<file path="src/rtl/tl_pkg.sv">
// Shared TileLink opcode constants and beat-count helpers for the memory arbiter.
package tl_pkg;

  localparam logic [2:0] TL_A_GET              = 3'd4;
  localparam logic [2:0] TL_A_PUT_FULL         = 3'd0;
  localparam logic [2:0] TL_A_PUT_PARTIAL      = 3'd1;
  localparam logic [2:0] TL_D_ACCESS_ACK       = 3'd0;
  localparam logic [2:0] TL_D_ACCESS_ACK_DATA  = 3'd1;

  // One beat carries 8 bytes, so sizes above 3 span 2^(size-3) beats.
  function automatic logic [4:0] tl_beats_from_size(input logic [2:0] size);
    if (size > 3'd3) return 5'd1 << (size - 3'd3);
    return 5'd1;
  endfunction

  function automatic logic [4:0] tl_a_beats(input logic [2:0] opcode, input logic [2:0] size);
    case (opcode)
      TL_A_PUT_FULL, TL_A_PUT_PARTIAL: return tl_beats_from_size(size);
      TL_A_GET:                        return 5'd1;
      default:                         return 5'd1;
    endcase
  endfunction

  function automatic logic [4:0] tl_d_beats(input logic [2:0] opcode, input logic [2:0] size);
    case (opcode)
      TL_D_ACCESS_ACK_DATA: return tl_beats_from_size(size);
      TL_D_ACCESS_ACK:      return 5'd1;
      default:              return 5'd1;
    endcase
  endfunction

endpackage

</file>
<file path="src/rtl/rr_arbiter.sv">
// N-way round-robin pick: lowest requesting index at or above the pointer, else lowest overall.
module rr_arbiter #(
  parameter int N = 4
) (
  input  logic [N-1:0] req_i,
  input  logic [1:0]   ptr_i,
  output logic [1:0]   idx_o,
  output logic         gnt_o
);

  always_comb begin
    idx_o = 2'd0;
    gnt_o = 1'b0;
    for (int i = N - 1; i >= 0; i--) begin
      if (req_i[i]) begin
        idx_o = 2'(i);
        gnt_o = 1'b1;
      end
    end
    for (int i = N - 1; i >= 0; i--) begin
      if (req_i[i] && (2'(i) >= ptr_i)) idx_o = 2'(i);
    end
  end

endmodule

</file>
<file path="src/rtl/tl_mem_arbiter.sv">
// Round-robin TileLink A-channel arbiter onto one memory port, with D-channel routing by source.
module tl_mem_arbiter
  import tl_pkg::*;
#(
  parameter int N_REQ   = 4,
  parameter int ADDR_W  = 64,
  parameter int DATA_W  = 64,
  parameter int MAX_OUT = 2
) (
  input  logic                      clk_i,
  input  logic                      rst_ni,
  input  logic [N_REQ*3-1:0]        req_a_opcode_i,
  input  logic [N_REQ*3-1:0]        req_a_param_i,
  input  logic [N_REQ*3-1:0]        req_a_size_i,
  input  logic [N_REQ*2-1:0]        req_a_source_i,
  input  logic [N_REQ*ADDR_W-1:0]   req_a_address_i,
  input  logic [N_REQ*8-1:0]        req_a_mask_i,
  input  logic [N_REQ*DATA_W-1:0]   req_a_data_i,
  input  logic [N_REQ-1:0]          req_a_valid_i,
  output logic [N_REQ-1:0]          req_a_ready_o,
  output logic [N_REQ*3-1:0]        req_d_opcode_o,
  output logic [N_REQ*2-1:0]        req_d_param_o,
  output logic [N_REQ*3-1:0]        req_d_size_o,
  output logic [N_REQ*2-1:0]        req_d_source_o,
  output logic [N_REQ*2-1:0]        req_d_sink_o,
  output logic [N_REQ-1:0]          req_d_denied_o,
  output logic [N_REQ*DATA_W-1:0]   req_d_data_o,
  output logic [N_REQ-1:0]          req_d_corrupt_o,
  output logic [N_REQ-1:0]          req_d_valid_o,
  input  logic [N_REQ-1:0]          req_d_ready_i,
  output logic [2:0]                mem_a_opcode_o,
  output logic [2:0]                mem_a_param_o,
  output logic [2:0]                mem_a_size_o,
  output logic [3:0]                mem_a_source_o,
  output logic [ADDR_W-1:0]         mem_a_address_o,
  output logic [7:0]                mem_a_mask_o,
  output logic [DATA_W-1:0]         mem_a_data_o,
  output logic                      mem_a_valid_o,
  input  logic                      mem_a_ready_i,
  input  logic [2:0]                mem_d_opcode_i,
  input  logic [1:0]                mem_d_param_i,
  input  logic [2:0]                mem_d_size_i,
  input  logic [3:0]                mem_d_source_i,
  input  logic [1:0]                mem_d_sink_i,
  input  logic                      mem_d_denied_i,
  input  logic [DATA_W-1:0]         mem_d_data_i,
  input  logic                      mem_d_corrupt_i,
  input  logic                      mem_d_valid_i,
  output logic                      mem_d_ready_o,
  output logic                      err_o
);

  localparam int              CNT_W    = $clog2(MAX_OUT + 1);
  localparam logic [CNT_W-1:0] CNT_MAX  = CNT_W'(MAX_OUT);
  localparam logic            ST_IDLE  = 1'b0;
  localparam logic            ST_BURST = 1'b1;

  logic             r_state;
  logic [1:0]       r_ptr;
  logic [1:0]       r_owner;
  logic             r_hold;
  logic [4:0]       r_a_left;
  logic [4:0]       r_d_cnt;
  logic             r_err;
  logic [CNT_W-1:0] r_cnt [N_REQ];

  logic [N_REQ-1:0] w_elig, w_inc, w_dec;
  logic [1:0]       w_rr_idx, w_owner, w_d_idx;
  logic             w_rr_gnt, w_locked, w_have, w_own_valid, w_a_valid, w_a_fire;
  logic             w_first, w_a_last, w_d_bad, w_d_sel_rdy, w_d_fire, w_d_last;
  logic [2:0]       w_op, w_param, w_size;
  logic [1:0]       w_src;
  logic [ADDR_W-1:0] w_addr;
  logic [7:0]       w_mask;
  logic [DATA_W-1:0] w_data;
  logic [4:0]       w_a_beats, w_d_beats;

  always_comb begin
    for (int i = 0; i < N_REQ; i++) w_elig[i] = req_a_valid_i[i] && (r_cnt[i] < CNT_MAX);
  end

  rr_arbiter #(.N(N_REQ)) u_rr (
    .req_i (w_elig),
    .ptr_i (r_ptr),
    .idx_o (w_rr_idx),
    .gnt_o (w_rr_gnt)
  );

  // The owner is frozen during a burst and across any stalled beat.
  assign w_locked = (r_state == ST_BURST) || r_hold;
  assign w_owner  = w_locked ? r_owner : w_rr_idx;
  assign w_have   = w_locked || w_rr_gnt;

  always_comb begin
    w_own_valid = 1'b0;
    w_op = '0; w_param = '0; w_size = '0; w_src = '0;
    w_addr = '0; w_mask = '0; w_data = '0;
    for (int i = 0; i < N_REQ; i++) begin
      if (w_owner == 2'(i)) begin
        w_own_valid = req_a_valid_i[i];
        w_op    = req_a_opcode_i[i*3 +: 3];
        w_param = req_a_param_i[i*3 +: 3];
        w_size  = req_a_size_i[i*3 +: 3];
        w_src   = req_a_source_i[i*2 +: 2];
        w_addr  = req_a_address_i[i*ADDR_W +: ADDR_W];
        w_mask  = req_a_mask_i[i*8 +: 8];
        w_data  = req_a_data_i[i*DATA_W +: DATA_W];
      end
    end
  end

  assign w_a_valid = rst_ni && w_have && w_own_valid;
  assign w_a_fire  = w_a_valid && mem_a_ready_i;
  assign w_first   = (r_state == ST_IDLE);
  assign w_a_beats = tl_a_beats(w_op, w_size);
  assign w_a_last  = w_first ? (w_a_beats == 5'd1) : (r_a_left == 5'd1);

  assign mem_a_valid_o   = w_a_valid;
  assign mem_a_opcode_o  = w_op;
  assign mem_a_param_o   = w_param;
  assign mem_a_size_o    = w_size;
  assign mem_a_source_o  = {w_owner, w_src};
  assign mem_a_address_o = w_addr;
  assign mem_a_mask_o    = w_mask;
  assign mem_a_data_o    = w_data;

  always_comb begin
    for (int i = 0; i < N_REQ; i++)
      req_a_ready_o[i] = rst_ni && w_have && (w_owner == 2'(i)) && mem_a_ready_i;
  end

  // D routing: source bits [3:2] carry the requester index added on the A side.
  assign w_d_idx = mem_d_source_i[3:2];
  assign w_d_bad = int'(w_d_idx) >= N_REQ;

  always_comb begin
    w_d_sel_rdy = 1'b0;
    for (int i = 0; i < N_REQ; i++) begin
      if (w_d_idx == 2'(i)) w_d_sel_rdy = req_d_ready_i[i];
      req_d_valid_o[i] = rst_ni && mem_d_valid_i && !w_d_bad && (w_d_idx == 2'(i));
    end
  end

  assign mem_d_ready_o   = w_d_bad || w_d_sel_rdy;
  assign w_d_fire        = mem_d_valid_i && mem_d_ready_o;
  assign w_d_beats       = tl_d_beats(mem_d_opcode_i, mem_d_size_i);
  assign w_d_last        = (r_d_cnt == (w_d_beats - 5'd1));
  assign err_o           = r_err;

  assign req_d_opcode_o  = {N_REQ{mem_d_opcode_i}};
  assign req_d_param_o   = {N_REQ{mem_d_param_i}};
  assign req_d_size_o    = {N_REQ{mem_d_size_i}};
  assign req_d_source_o  = {N_REQ{mem_d_source_i[1:0]}};
  assign req_d_sink_o    = {N_REQ{mem_d_sink_i}};
  assign req_d_denied_o  = {N_REQ{mem_d_denied_i}};
  assign req_d_data_o    = {N_REQ{mem_d_data_i}};
  assign req_d_corrupt_o = {N_REQ{mem_d_corrupt_i}};

  always_comb begin
    for (int i = 0; i < N_REQ; i++) begin
      w_inc[i] = w_a_fire && w_first && (w_owner == 2'(i));
      w_dec[i] = w_d_fire && w_d_last && !w_d_bad && (w_d_idx == 2'(i));
    end
  end

  always_ff @(posedge clk_i) begin
    if (!rst_ni) begin
      r_state  <= ST_IDLE;
      r_ptr    <= 2'd0;
      r_owner  <= 2'd0;
      r_hold   <= 1'b0;
      r_a_left <= 5'd0;
      r_d_cnt  <= 5'd0;
      r_err    <= 1'b0;
      for (int i = 0; i < N_REQ; i++) r_cnt[i] <= '0;
    end else begin
      r_hold <= w_a_valid && !mem_a_ready_i;
      if (w_first && w_a_valid) r_owner <= w_owner;
      if (w_a_fire) begin
        if (w_a_last) begin
          r_state  <= ST_IDLE;
          r_a_left <= 5'd0;
          r_ptr    <= (w_owner == 2'(N_REQ - 1)) ? 2'd0 : w_owner + 2'd1;
        end else if (w_first) begin
          r_state  <= ST_BURST;
          r_a_left <= w_a_beats - 5'd1;
        end else begin
          r_a_left <= r_a_left - 5'd1;
        end
      end
      if (w_d_fire) r_d_cnt <= w_d_last ? 5'd0 : r_d_cnt + 5'd1;
      if (mem_d_valid_i && w_d_bad) r_err <= 1'b1;
      for (int i = 0; i < N_REQ; i++) begin
        if (w_inc[i] && !w_dec[i])      r_cnt[i] <= r_cnt[i] + CNT_W'(1);
        else if (w_dec[i] && !w_inc[i]) r_cnt[i] <= r_cnt[i] - CNT_W'(1);
      end
    end
  end

endmodule

</file>
<file path="config.mk">
export PLATFORM = sky130hd
export DESIGN_NAME = tl_mem_arbiter
export DESIGN_NICKNAME = d
export VERILOG_FILES = /design/src/rtl/tl_pkg.sv /design/src/rtl/rr_arbiter.sv /design/src/rtl/tl_mem_arbiter.sv
export SDC_FILE = /design/constraint.sdc
export NUM_CORES = 1
export LEC_CHECK = 0
export BUFFER_PORTS_ARGS = -buffer_cell sky130_fd_sc_hd__buf_2
export CORE_AREA = 2 2 453 455
export DETAILED_ROUTE_END_ITERATION = 10
export DIE_AREA = 0 0 455 457
export GPL_TIMING_DRIVEN = 0
export HOLD_SLACK_MARGIN = 0.03
export PLACE_DENSITY = 0.3
export SLEW_MARGIN = 20
export SYNTH_ARGS = -nofsm -noshare
export SYNTH_HDL_FRONTEND = slang
export SYNTH_SLANG_ARGS = --single-unit
export TNS_END_PERCENT = 5
</file>
<file path="constraint.sdc">
create_clock -name clk_i -period 11.05 [get_ports clk_i]
set_clock_uncertainty 0.15 [all_clocks]
set_input_delay 1.6575 -clock clk_i [delete_from_list [all_inputs] [get_ports clk_i]]
set_output_delay 1.6575 -clock clk_i [all_outputs]
set_load 0.05 [all_outputs]
</file>
==> out/summary.txt <==
STATUS
---------------------------------------------------------------------------------
Outcome ............................................................    completed

SETUP PATH
---------------------------------------------------------------------------------
Arrival time of the worst setup path ...............................      7.25 ns
Worst stage delay on the critical path .............................      0.97 ns
Critical setup path kind ........................................... primary input to primary output
CP endpoint kind ................................................... primary output
Maximum fanout along the worst path ................................           10
Most numerous cell on the critical path ............................ sky130_fd_sc_hd__buf_2
Launching element type of the critical path ........................ primary input
Data required time of the worst path ...............................      9.24 ns
Crit path max-delay cell type ...................................... sky130_fd_sc_hd__clkbuf_1
Sequence of cells on the critical path ............................. buf_2, nor2b_1, a31oi_1, a21oi_1, nor2_1, o21ai_0, ha_1, buf_2, clkbuf_2, clkbuf_2, clkbuf_1, nand2_1, o21ai_0, buf_2

STA
---------------------------------------------------------------------------------
Final setup violation count ........................................            0
Setup Total Neg Slack ..............................................         0 ns
Slew @ Worst Pin ...................................................      1.27 ns
Setup repair after global routing missed its margin ................           no
Post-layout min period .............................................      9.06 ns
Worst slew margin relative to its limit ............................        15.2%
Max-slew violation count ...........................................            0
Maximum frequency from static timing analysis ......................      110 MHz
Tcrit/Tclk final ...................................................        82.0%
Number of endpoints with negative hold slack in the final report ...            0

GLOBAL ROUTE
---------------------------------------------------------------------------------
Met3 track demand over resource in global routing ..................        4.59%
Met1 Resource Use GR ...............................................        14.5%
Largest net degree at the start of global routing ..................           14
Via count of the first global-routing pass .........................        15.0k
Initial antenna violation count ....................................          132
Met2 demand-to-capacity share in global routing ....................        20.9%
Global-route wire length before repair .............................   162,000 um
Most crowded layer after global routing ............................         met2
Aggregate global routing overflow ..................................            0
Tot GR Track Use ...................................................        12.1%

ROUTE
---------------------------------------------------------------------------------
DR iter-0 viols ....................................................        1,172
Post-detailed-route wirelength per cell ............................      24.4 um
Detailed-route vias per instance ...................................         2.91
Number of optimization iterations in the first detailed-route pass .            7
Number of nets with antenna violations after detailed routing ......            0
Detailed-route via count ...........................................        16.0k
Post-route DRC violation count .....................................            0
Sum of routed wire length over all layers ..........................   134,000 um

CLOCK NETWORK
---------------------------------------------------------------------------------
Library cell used as clock root buffer ............................. sky130_fd_sc_hd__clkbuf_16
H-Tree Depth .......................................................            1
Clock-pin slew on the worst setup and hold paths ...................      0.07 ns
PostCTS Resize Cnt .................................................            0
Clock latency on the worst-skew pair ...............................      0.27 ns
CTS tree ...........................................................        built
TritonCTS buffer count .............................................            3
TritonCTS sink count ...............................................           24
CTS Hold Bufs ......................................................            0
Setup Fix Bufs, Post-CTS ...........................................            0
Clk buf depth ......................................................            2

LOGIC SYNTHESIS
---------------------------------------------------------------------------------
Post-synthesis async set-or-reset flop share .......................           0%
Library cells used by synthesis ....................................           61
Post-Synthesis Cell Area ...........................................    9190 um^2
Syn_nets ...........................................................        2,375
Biggest area consumer among synthesized cells ...................... sky130_fd_sc_hd__buf_4
EDFF count, synth ..................................................            8
Cell count after synthesis .........................................        1,683
Post-synth top area share ..........................................        25.6%
Average footprint of a synthesized cell ............................    5.46 um^2
Register bit total from synthesis ..................................           24
Sequential-to-total area share from yosys stat .....................        6.10%
Top flip-flop cell by instance count after synthesis ............... sky130_fd_sc_hd__dfxtp_1
Cell types occupying the most area after synthesis ................. sky130_fd_sc_hd__buf_4 26%, sky130_fd_sc_hd__a21oi_1 16%, sky130_fd_sc_hd__nand2_1 13%, sky130_fd_sc_hd__nor2_1 12%, sky130_fd_sc_hd__o21ai_0 8.3%
Warning count from the yosys run ...................................            0

LAYOUT
---------------------------------------------------------------------------------
Commonest non-fill, non-tap cells in the layout .................... 1,079 x sky130_fd_sc_hd__buf_2, 316 x sky130_fd_sc_hd__nand2_1, 313 x sky130_fd_sc_hd__buf_4
Proportion of layout cells with a drive suffix above 1 .............        51.7%
Layout fillers .....................................................        24.3k
Area Growth Syn to Fin .............................................        99.3%
Most common library cell in the layout ignoring fill and taps ...... sky130_fd_sc_hd__buf_2
Summed area of non-filler cells in the final layout ................  18,300 um^2
Final net count ....................................................        3,466

DIE
---------------------------------------------------------------------------------
Area of the die .................................................... 208,000 um^2
Floorplan die width ................................................       455 um
Core Box Area ...................................................... 203,000 um^2
Y dimension of the die .............................................       457 um
Initial Util .......................................................        4.52%
I/O pin total ......................................................        1,152
Row cnt ............................................................          166

PWR
---------------------------------------------------------------------------------
Power, Total .......................................................      4070 uW
Leakage ............................................................   0.00880 uW
Highest ir drop seen on vdd ........................................    0.0986 mV
Power density over the cells .......................................  222 nW/um^2

PLACEMENT
---------------------------------------------------------------------------------
Post-detailed-placement half-perimeter wirelength ..................   124,000 um
Gp weighted congestion .............................................        0.953
Number of I/O port buffers .........................................        1,077
Placed Area ........................................................  18,200 um^2

FLOW RUN
---------------------------------------------------------------------------------
Max-cap check violation count ......................................            0

HOLD PATH
---------------------------------------------------------------------------------
Class of the tightest hold or removal check ........................ register to register

-- worst paths after layout --
path | startpoint | to | slack [ns] | cells past startpoint
hold / removal | r_ptr[0] | r_ptr[0] | 0.34 | 2
setup / recovery | req_a_valid_i[3] | mem_a_data_o[40] | 1.99 | 14
setup reg to reg | r_state | r_a_left[3] | 5.06 | 19
hold reg to reg | r_ptr[0] | r_ptr[0] | 0.34 | 2
-- cell usage after synthesis, types with 4 or more instances --
cell	instances
sky130_fd_sc_hd__buf_1	7
sky130_fd_sc_hd__buf_4	313
sky130_fd_sc_hd__a21oi_1	297
sky130_fd_sc_hd__nor2_1	301
sky130_fd_sc_hd__clkbuf_1	108
sky130_fd_sc_hd__ha_1	12
sky130_fd_sc_hd__and3_1	7
sky130_fd_sc_hd__a211oi_1	4
sky130_fd_sc_hd__and2_1	4
sky130_fd_sc_hd__nand3_1	8
sky130_fd_sc_hd__edfxtp_1	8
sky130_fd_sc_hd__inv_1	19
sky130_fd_sc_hd__o22ai_1	4
sky130_fd_sc_hd__nand2b_1	5
sky130_fd_sc_hd__a22oi_1	6
sky130_fd_sc_hd__mux2i_1	8
sky130_fd_sc_hd__or2_2	4
sky130_fd_sc_hd__o21ai_0	152
sky130_fd_sc_hd__o211ai_1	5
sky130_fd_sc_hd__nand2_1	316
sky130_fd_sc_hd__xor2_1	12
sky130_fd_sc_hd__dfxtp_1	16
sky130_fd_sc_hd__nor2b_1	4
sky130_fd_sc_hd__nor3_1	6
sky130_fd_sc_hd__xnor2_1	7
-- sequential cells by signal (all words and copies together) (netlist names) --
signal,cells
r_a_left,5
r_cnt,8
r_d_cnt,5
r_hold,1
r_owner,2
r_ptr,2
r_state,1
-- layout make-up --
cell class | count | area (um^2) | area share, %
sequential | 24 | 561 | 3.06
buffer | 431 | 2830 | 15.4
clock buffer | 4 | 88.8 | 0.485
tap | 2688 | 3360 | 18.4
antenna | 25 | 62.6 | 0.341
timing repair buffer | 1086 | 5590 | 30.5
multi-input combinational | 1208 | 5750 | 31.4
inverter | 20 | 75.1 | 0.410
-- per-stage QoR --
| stage | instances | setup slack [ns] | utilization, % | hold slack, ns |
|---|---|---|---|---|
| 3_3_place_gp | 5448 | 0.392 | 8.83 | 0.325 |
| 4_1_cts | 5460 | 1.84 | 8.97 | 0.336 |
| 3_5_place_dp | 5456 | 1.86 | 8.93 | 0.326 |
| 6_report | 5486 | 1.99 | 9.01 | 0.339 |
| 5_1_grt | 5472 | 1.58 | 8.99 | 0.352 |
| 2_1_floorplan | 1683 | 3.22 | - | 0.299 |
-- power breakdown --
part           leakage [uW]  total [uW]  switching [uW]  internal [uW]
sequential         0.000213         107            6.67            100
combinational       0.00854        3870            3040            831
clock             0.0000443        88.9            33.5           55.5
total               0.00880        4070            3080            987
-- layer usage --
layer / up-vias / wire [um]
met2: 902 / 63700
met1: 7337 / 53200
met4: 64 / 2280
met5: - / 412
li1: 7460 / -
met3: 200 / 14300
-- logic make-up after synthesis --
| logic type | synth area share (%) |
|---|---|
| mux | 1.16 |
| fa+ha+maj | 1.63 |
| flops | 6.10 |
| xor+xnor | 1.81 |
| buf+inv | 31.4 |
| other cells | 0.0408 |
| compound gates | 28.6 |
| simple gates | 29.3 |
-- worst max-delay path: cells and delay by family --
family / cells / cell delay (ns)
compound gates: 4 / 1.45
fa+ha+maj: 1 / 0.40
buf+inv: 6 / 3.17
simple gates: 3 / 0.46
No activity file was read; power rests on OpenSTA's default activity.
